**src/rtl/alu_issue_stage.sv**
```systemverilog
// ALU issue stage: registers one operation per cycle into S1, drives an external
// combinational ALU from it and queues the response in an in-order result FIFO.
module alu_issue_stage #(
    parameter int unsigned TAG_W = 5,
    parameter int unsigned DEPTH = 2
) (
    input  logic             clk,
    input  logic             reset,
    input  logic             in_valid,
    output logic             in_ready,
    input  logic [2:0]       in_command,
    input  logic [31:0]      in_a,
    input  logic [31:0]      in_b,
    input  logic [TAG_W-1:0] in_tag,
    output logic [31:0]      alu_operandA,
    output logic [31:0]      alu_operandB,
    output logic [2:0]       alu_command,
    input  logic [31:0]      alu_result,
    input  logic             alu_carryout,
    input  logic             alu_zero,
    input  logic             alu_overflow,
    output logic             out_valid,
    input  logic             out_ready,
    output logic [31:0]      out_result,
    output logic [3:0]       out_flags,
    output logic [TAG_W-1:0] out_tag,
    output logic [15:0]      ovf_count,
    input  logic             ovf_clr
);

    typedef enum logic [2:0] {
        CMD_ADD  = 3'd0,
        CMD_SUB  = 3'd1,
        CMD_XOR  = 3'd2,
        CMD_SLT  = 3'd3,
        CMD_AND  = 3'd4,
        CMD_NAND = 3'd5,
        CMD_NOR  = 3'd6,
        CMD_OR   = 3'd7
    } cmd_e;

    localparam logic [1:0] DEPTH_P   = 2'(DEPTH);
    localparam logic [2:0] DEPTH_OCC = 3'(DEPTH);

    logic             s1_valid;
    cmd_e             s1_cmd;
    logic [31:0]      s1_a;
    logic [31:0]      s1_b;
    logic [TAG_W-1:0] s1_tag;

    logic [31:0]      fifo_result [DEPTH];
    logic [3:0]       fifo_flags  [DEPTH];
    logic [TAG_W-1:0] fifo_tag    [DEPTH];
    logic [1:0]       wr_ptr;
    logic [1:0]       rd_ptr;
    logic [1:0]       count;

    logic [2:0]       occupancy;
    logic             in_xfer;
    logic             capture;
    logic             pop;
    logic             slt_bit;
    logic [3:0]       cap_flags;
    logic             ovf_event;
    logic [31:0]      head_result;
    logic [3:0]       head_flags;
    logic [TAG_W-1:0] head_tag;

    function automatic logic [1:0] next_ptr(input logic [1:0] ptr);
        return (ptr == DEPTH_P - 2'd1) ? 2'd0 : ptr + 2'd1;
    endfunction

    // S1 and the FIFO share the DEPTH slots, so S1 can always be captured next edge
    assign occupancy = {1'b0, count} + {2'b00, s1_valid};
    assign out_valid = (count != 2'd0);
    assign pop       = out_valid && out_ready;
    assign in_ready  = (occupancy < DEPTH_OCC) || (pop && (occupancy == DEPTH_OCC));
    assign in_xfer   = in_valid && in_ready;
    assign capture   = s1_valid;

    assign alu_operandA = s1_valid ? s1_a   : '0;
    assign alu_operandB = s1_valid ? s1_b   : '0;
    assign alu_command  = s1_valid ? s1_cmd : 3'b000;

    assign slt_bit   = (s1_cmd == CMD_SLT) && alu_result[0];
    assign cap_flags = {alu_carryout, alu_zero, alu_overflow, slt_bit};
    assign ovf_event = capture && alu_overflow && ((s1_cmd == CMD_ADD) || (s1_cmd == CMD_SUB));

    always_ff @(posedge clk or posedge reset) begin
        if (reset) begin
            s1_valid <= 1'b0;
            s1_cmd   <= CMD_ADD;
            s1_a     <= '0;
            s1_b     <= '0;
            s1_tag   <= '0;
        end else if (in_xfer) begin
            s1_valid <= 1'b1;
            s1_cmd   <= cmd_e'(in_command);
            s1_a     <= in_a;
            s1_b     <= in_b;
            s1_tag   <= in_tag;
        end else begin
            s1_valid <= 1'b0;
        end
    end

    always_ff @(posedge clk or posedge reset) begin
        if (reset) begin
            wr_ptr <= '0;
            rd_ptr <= '0;
            count  <= '0;
        end else begin
            if (capture) wr_ptr <= next_ptr(wr_ptr);
            if (pop)     rd_ptr <= next_ptr(rd_ptr);
            case ({capture, pop})
                2'b10:   count <= count + 2'd1;
                2'b01:   count <= count - 2'd1;
                default: count <= count;
            endcase
        end
    end

    always_ff @(posedge clk) begin
        if (capture) begin
            for (int unsigned i = 0; i < DEPTH; i++) begin
                if (wr_ptr == 2'(i)) begin
                    fifo_result[i] <= alu_result;
                    fifo_flags[i]  <= cap_flags;
                    fifo_tag[i]    <= s1_tag;
                end
            end
        end
    end

    always_ff @(posedge clk or posedge reset) begin
        if (reset) begin
            ovf_count <= '0;
        end else if (ovf_clr) begin
            ovf_count <= '0;
        end else if (ovf_event && (ovf_count != 16'hFFFF)) begin
            ovf_count <= ovf_count + 16'd1;
        end
    end

    always_comb begin
        head_result = '0;
        head_flags  = '0;
        head_tag    = '0;
        for (int unsigned i = 0; i < DEPTH; i++) begin
            if (rd_ptr == 2'(i)) begin
                head_result = fifo_result[i];
                head_flags  = fifo_flags[i];
                head_tag    = fifo_tag[i];
            end
        end
    end

    assign out_result = out_valid ? head_result : '0;
    assign out_flags  = out_valid ? head_flags  : '0;
    assign out_tag    = out_valid ? head_tag    : '0;

    no_fifo_overflow_a: assert property (@(posedge clk) disable iff (reset)
        !(capture && (count == DEPTH_P) && !pop));

endmodule

```
**config.mk**
```make
export PLATFORM = sky130hd
export DESIGN_NAME = alu_issue_stage
export DESIGN_NICKNAME = d
export VERILOG_FILES = /design/src/rtl/alu_issue_stage.sv
export SDC_FILE = /design/constraint.sdc
export NUM_CORES = 1
export LEC_CHECK = 0
export BUFFER_PORTS_ARGS = -buffer_cell sky130_fd_sc_hd__clkbuf_2
export CORE_ASPECT_RATIO = 1.1
export CORE_MARGIN = 2
export CORE_UTILIZATION = 36
export DETAILED_ROUTE_END_ITERATION = 10
export MAX_ROUTING_LAYER = met4
export PLACE_DENSITY = 0.57
export SLEW_MARGIN = 20
export SYNTH_ARGS = -nofsm -noshare
export SYNTH_HDL_FRONTEND = slang
export SYNTH_SLANG_ARGS = --single-unit
```
**constraint.sdc**
```tcl
create_clock -name clk -period 7.6 [get_ports clk]
set_clock_uncertainty 0.1 [all_clocks]
set_input_delay 1.14 -clock clk [delete_from_list [all_inputs] [get_ports clk]]
set_output_delay 1.14 -clock clk [all_outputs]
set_load 0.01 [all_outputs]
```
==> Yosys cells after proc, flatten, opt, wreduce, memory -nomap -nowiden <==
Memories as Yosys holds them, arrays and structs flattened.
Index checks and enable logic that the tools add are counted.
{ "classes": {"add_sub_neg": 6, "n_mul": 0, "div": 0, "order_cmp": 1, "n_eq_ne": 8, "shifts": 0, "muxes": 33, "bitwise": 0, "reduce_logical": 18} }
{ "op_table": {"columns": ["cell", "n"], "rows": [
  ["two-way mux 32 bit", 6],
  ["two-way mux 16 bit", 2],
  ["OR reduction 32 bit", 1],
  ["two-way mux 5 bit", 4],
  ["adder 16 x 1 -> 16 bit (second input constant)", 1],
  ["two-way mux 4 bit", 4],
  ["!= test 16 bit (second input constant)", 1],
  ["two-way mux 1 bit", 13],
  ["logical AND 1 bit", 7],
  ["adder 2 x 1 -> 2 bit (second input constant)", 3],
  ["equality test 2 x 1 -> 1 bit (second input constant)", 3],
  ["equality test 3 x 2 -> 1 bit (second input constant)", 2],
  ["nonzero test 2 bit", 3],
  ["OR reduction 5 bit", 1],
  ["zero test 2 bit", 2],
  ["two-way mux 2 bit", 2],
  ["case mux 2 bit (2 select lines)", 1],
  ["OR reduction 4 bit", 1],
  ["adder 2 x 1 -> 3 bit", 1],
  ["equality test 3 x 1 -> 1 bit (second input constant)", 1],
  ["zero test 3 bit", 1],
  ["less-than comparator 3 x 2 -> 1 bit (second input constant)", 1],
  ["two-way mux 3 bit", 1],
  ["equality test 2 bit (second input constant)", 1],
  ["other kinds (2)", 3]
]} }
{ "word_totals": {"reg_bits": 95, "latch_bits": 0, "ram_bits": 82, "rom_bits": 0, "in_bits": 112, "elab_cells": 78, "mem_count": 3} }
{ "memory_table": {"columns": ["memory", "words", "word_bits", "rd", "rd_ports_with_merged_regs", "write_ports", "line", "text"], "rows": [
  ["fifo_result", 2, 32, 2, 0, 1, "51", "logic [31:0] fifo_result [DEPTH];"],
  ["fifo_tag", 2, 5, 2, 0, 1, "53", "logic [TAG_W-1:0] fifo_tag [DEPTH];"],
  ["fifo_flags", 2, 4, 2, 0, 1, "52", "logic [3:0] fifo_flags [DEPTH];"]
]} }

==> Longest topological paths before layout <==
{ "logic_depth": {"depth_word": 6, "ltp_mapped": 7} }

==> Worst setup path after synthesis <==
OpenSTA, ideal clock, no wires.
{ "synth_timing": {"path_kind": "reg-to-reg", "startpoint": "register s1_valid, in the netlist capture", "endpoint": "memory fifo_flags[1][0], in the netlist fifo_flags[0][4], enable pin", "setup_time_ps": 499, "arrival_time_ps": 3815, "setup_slack_ps": 3186, "path_stages_with_launch": 5, "n_path_buf": 2, "synth_period_minus_slack_ps": 4414, "cell_sequence": "dfrtp_1 buf_4 clkbuf_1 inv_1 nor3b_1"} }
{ "synth_via": {"elab_chain_cells": 4, "word_cells_on_any_way": 7, "cone_classes": "mux (6); reduce/logical (1)"} }
{ "synth_lines": {"columns": ["item", "line", "text"], "rows": [
  ["from (decl)", "45", "logic s1_valid;"],
  ["from (signal assigned)", "91", "s1_valid <= 1'b0;"],
  ["from (signal assigned)", "97", "s1_valid <= 1'b1;"],
  ["from (signal assigned)", "103", "s1_valid <= 1'b0;"],
  ["two-way mux 1 bit", "124", "if (capture) begin"],
  ["two-way mux 1 bit (not written as such)", "128", "fifo_flags[i] <= cap_flags;"],
  ["OR reduction 4 bit (no source line)", null, null],
  ["two-way mux 1 bit (no source line)", null, null],
  ["to (decl)", "52", null]
]} }
Several ways; a longest one is shown, not always the timed one.

==> Final worst setup path <==
{ "layout_timing": {"startpoint": "register count[0]", "endpoint": "output port out_flags[2]"} }
{ "layout_via": {"elab_chain_cells": 2} }
{ "layout_lines": {"columns": ["item", "line", "text"], "rows": [
  ["from (decl)", "56", "logic [1:0] count;"],
  ["from (signal assigned)", "116", "2'b10: count <= count + 2'd1;"],
  ["from (signal assigned)", "117", "2'b01: count <= count - 2'd1;"],
  ["from (signal assigned)", "118", "default: count <= count;"],
  ["nonzero test 2 bit", "75", "assign out_valid = (count != 2'd0);"],
  ["two-way mux 4 bit", "159", "assign out_flags = out_valid ? head_flags : '0;"],
  ["to (decl)", "25", "output logic [3:0] out_flags,"]
]} }
No other way between the ends.

==> metrics <==
Lkg Pwr 4.28 nW; largest net degree at the start of global routing 74; Skew-Pair Late Insertion Delay 0.41 ns; Fin Hold WS 0.368 ns; clock-pin slew on the worst setup and hold paths 0.06 ns; clock root cell clkbuf_16; via count 5012; sequential cell area fraction in the yosys report 64.8%; Post-Syn Nets 649; Fmax 297 MHz; Initial DRC Count 140; GRT overflow 0; final WL 16.9 mm; Max-Cap Viols 0; Avg Cell Area, Syn 14.0 sq um; r2r setup slk 4.99 ns; Port Buffers 237; Crit Path Category reg -> out; std cell rows 55; power density cells 382 nW/um^2; Synth Instances 532; Residual DRC 0; Hold Vio Cnt, Final 0; die area 21900 sq um; Post-synth EDFFs 82; initial antenna violation count 0; DP Area 8920 sq um; Die Wd 141 um; wire per inst 16.4 um; Bufs on Longest Clock Path 2; drt pass-1 iters 4; RSZ-0062 raised after global routing no; gpl congestion 0.778; TNS Setup 0 ns; clock sink total 177; post-synth cell types 39; Top Ports 238; FILL cells 1899; H-tree Lvls 4; post-cts sizing count 0; share of cells above drive strength 1 46.6%; post-route cell area 9480 sq um; ANT nets after route 0; fin crit share 44.2%; post-CTS setup buffers 0; antenna diode count 0; initial core utilization 36.6%; core area 20400 sq um; Die H 155 um; fin crit period 3.36 ns; max-slew violation count 0; Worst EP required 6.36 ns; most frequent cells in the layout 238 x clkbuf_2, 93 x dfrtp_1, 82 x edfxtp_1; CTS buffer count 17; Post-synth ARST share 53.7%; Post-DP HPWL 11.6 mm; Setup Viol. Count Final 0; vias in the first global route 5359; Slew Limit Headroom 36.1%; Total GRT Usage 16.2%; HP Class reg -> reg; Power, Total 3.62 mW; final net count 880; hold buffers post-CTS 0; CP Max Fanout 41; VDD IR max 0.338 mV; flops & latches, synth 177; post-DR vias/cell 4.86; area added between synthesis and finish 26.9%; CTS tree built; crit end category primary output; first-pass GRT wire length 27.2 mm; CP Launch Type flip-flop; worst path arrival time 2.12 ns; Least-Margin Pin Slew 0.958 ns; mapped cell area 7470 sq um; commonest non-fill, non-tap cell in the layout clkbuf_2; dominant synthesized flop cell dfrtp_1; status finished, final reports clean; yosys warns 0
[where the power goes]
group | leakage [nW] | internal [mW] | switching, mW
clock | 0.280 | 0.446 | 0.380
combinational | 2.10 | 0.611 | 0.697
sequential | 1.91 | 1.35 | 0.138
total | 4.28 | 2.40 | 1.21
[flip-flops by register name, indices dropped and copies added, names as in the netlist]
name         count
s1_b            32
fifo_tag        10
count            2
wr_ptr           2
rd_ptr           2
s1_tag           5
fifo_flags       8
s1_a            32
s1_cmd           3
capture          1
ovf_count       16
fifo_result     64
[layer usage]
layer  track usage, %  share of wire, %
met1             19.8                43
met2             27.0                50
met3             4.16               6.5
met4             4.29              0.88
met5                -                 0
[synth_stat cells, drive strengths merged, types with 5 or more instances]
| cell type | n | area share, % |
|---|---|---|
| a21oi | 11 | 0.74 |
| and2 | 68 | 5.7 |
| buf | 14 | 0.92 |
| clkbuf | 17 | 0.85 |
| dfrtp | 95 | 32 |
| edfxtp | 82 | 33 |
| ha | 5 | 0.84 |
| inv | 5 | 0.25 |
| mux2 | 76 | 11 |
| mux2i | 41 | 5.5 |
| nand2 | 5 | 0.25 |
| nand3 | 8 | 0.54 |
| nor2 | 48 | 2.4 |
| o21ai | 5 | 0.33 |
| o31ai | 6 | 0.60 |
| or4 | 6 | 0.60 |
[cell families (layout without fill, tap and decap cells)]
logic type                 after synthesis  in the layout  synth area share (%)
muxes                                  117            117                  16.9
and+or+nand+nor                        164            164                  12.5
DFF                                    177            177                  64.8
AOI/OAI and AO/OA                       27             27                  2.21
buffers and inverters                   36            280                  2.03
xor gates and xnor gates                 6              6                 0.704
adders and majority gates                5              5                 0.837
[through the flow]
stage	util (%)	instances	worst slack (ns)
after floorplan	-	532	3.19
after global placement	43.6	1000	4.56
after detailed placement	43.6	1000	4.53
after CTS	46.4	1032	4.16
after global routing	46.4	1032	4.07
final	46.4	1032	4.24
[path summary, 6_finish.rpt]
path / start / to / cells after the start
worst max-delay path: count[0] / out_flags[2] / 4
worst min-delay path: s1_tag[4] / fifo_tag[0][9] / 0
worst max register to register: count[0] / s1_b[1] / 6
worst min register to register: s1_tag[4] / fifo_tag[0][9] / 0
max in group asynchronous: reset / rd_ptr[0] / 3
min in group asynchronous: reset / s1_b[30] / 2
[critical path, cell delays in order (launching register included)]
cell and delay, ns:
dfrtp_1 0.45, or2_1 0.29, nand2b_2 0.63, nor2_1 0.15, clkbuf_2 0.17
[cell type report]
cell class | count | area [sq um] | area share (%)
Inverter | 5 | 21.3 | 0.224
Clock inverter | 12 | 100 | 1.06
Tap cell | 256 | 320 | 3.38
Multi-Input combinational cell | 319 | 2510 | 26.4
Clock buffer | 20 | 458 | 4.83
Timing Repair Buffer | 243 | 1230 | 13.0
Sequential cell | 177 | 4840 | 51.1
Note: power is estimated with default switching activity, not from simulation.
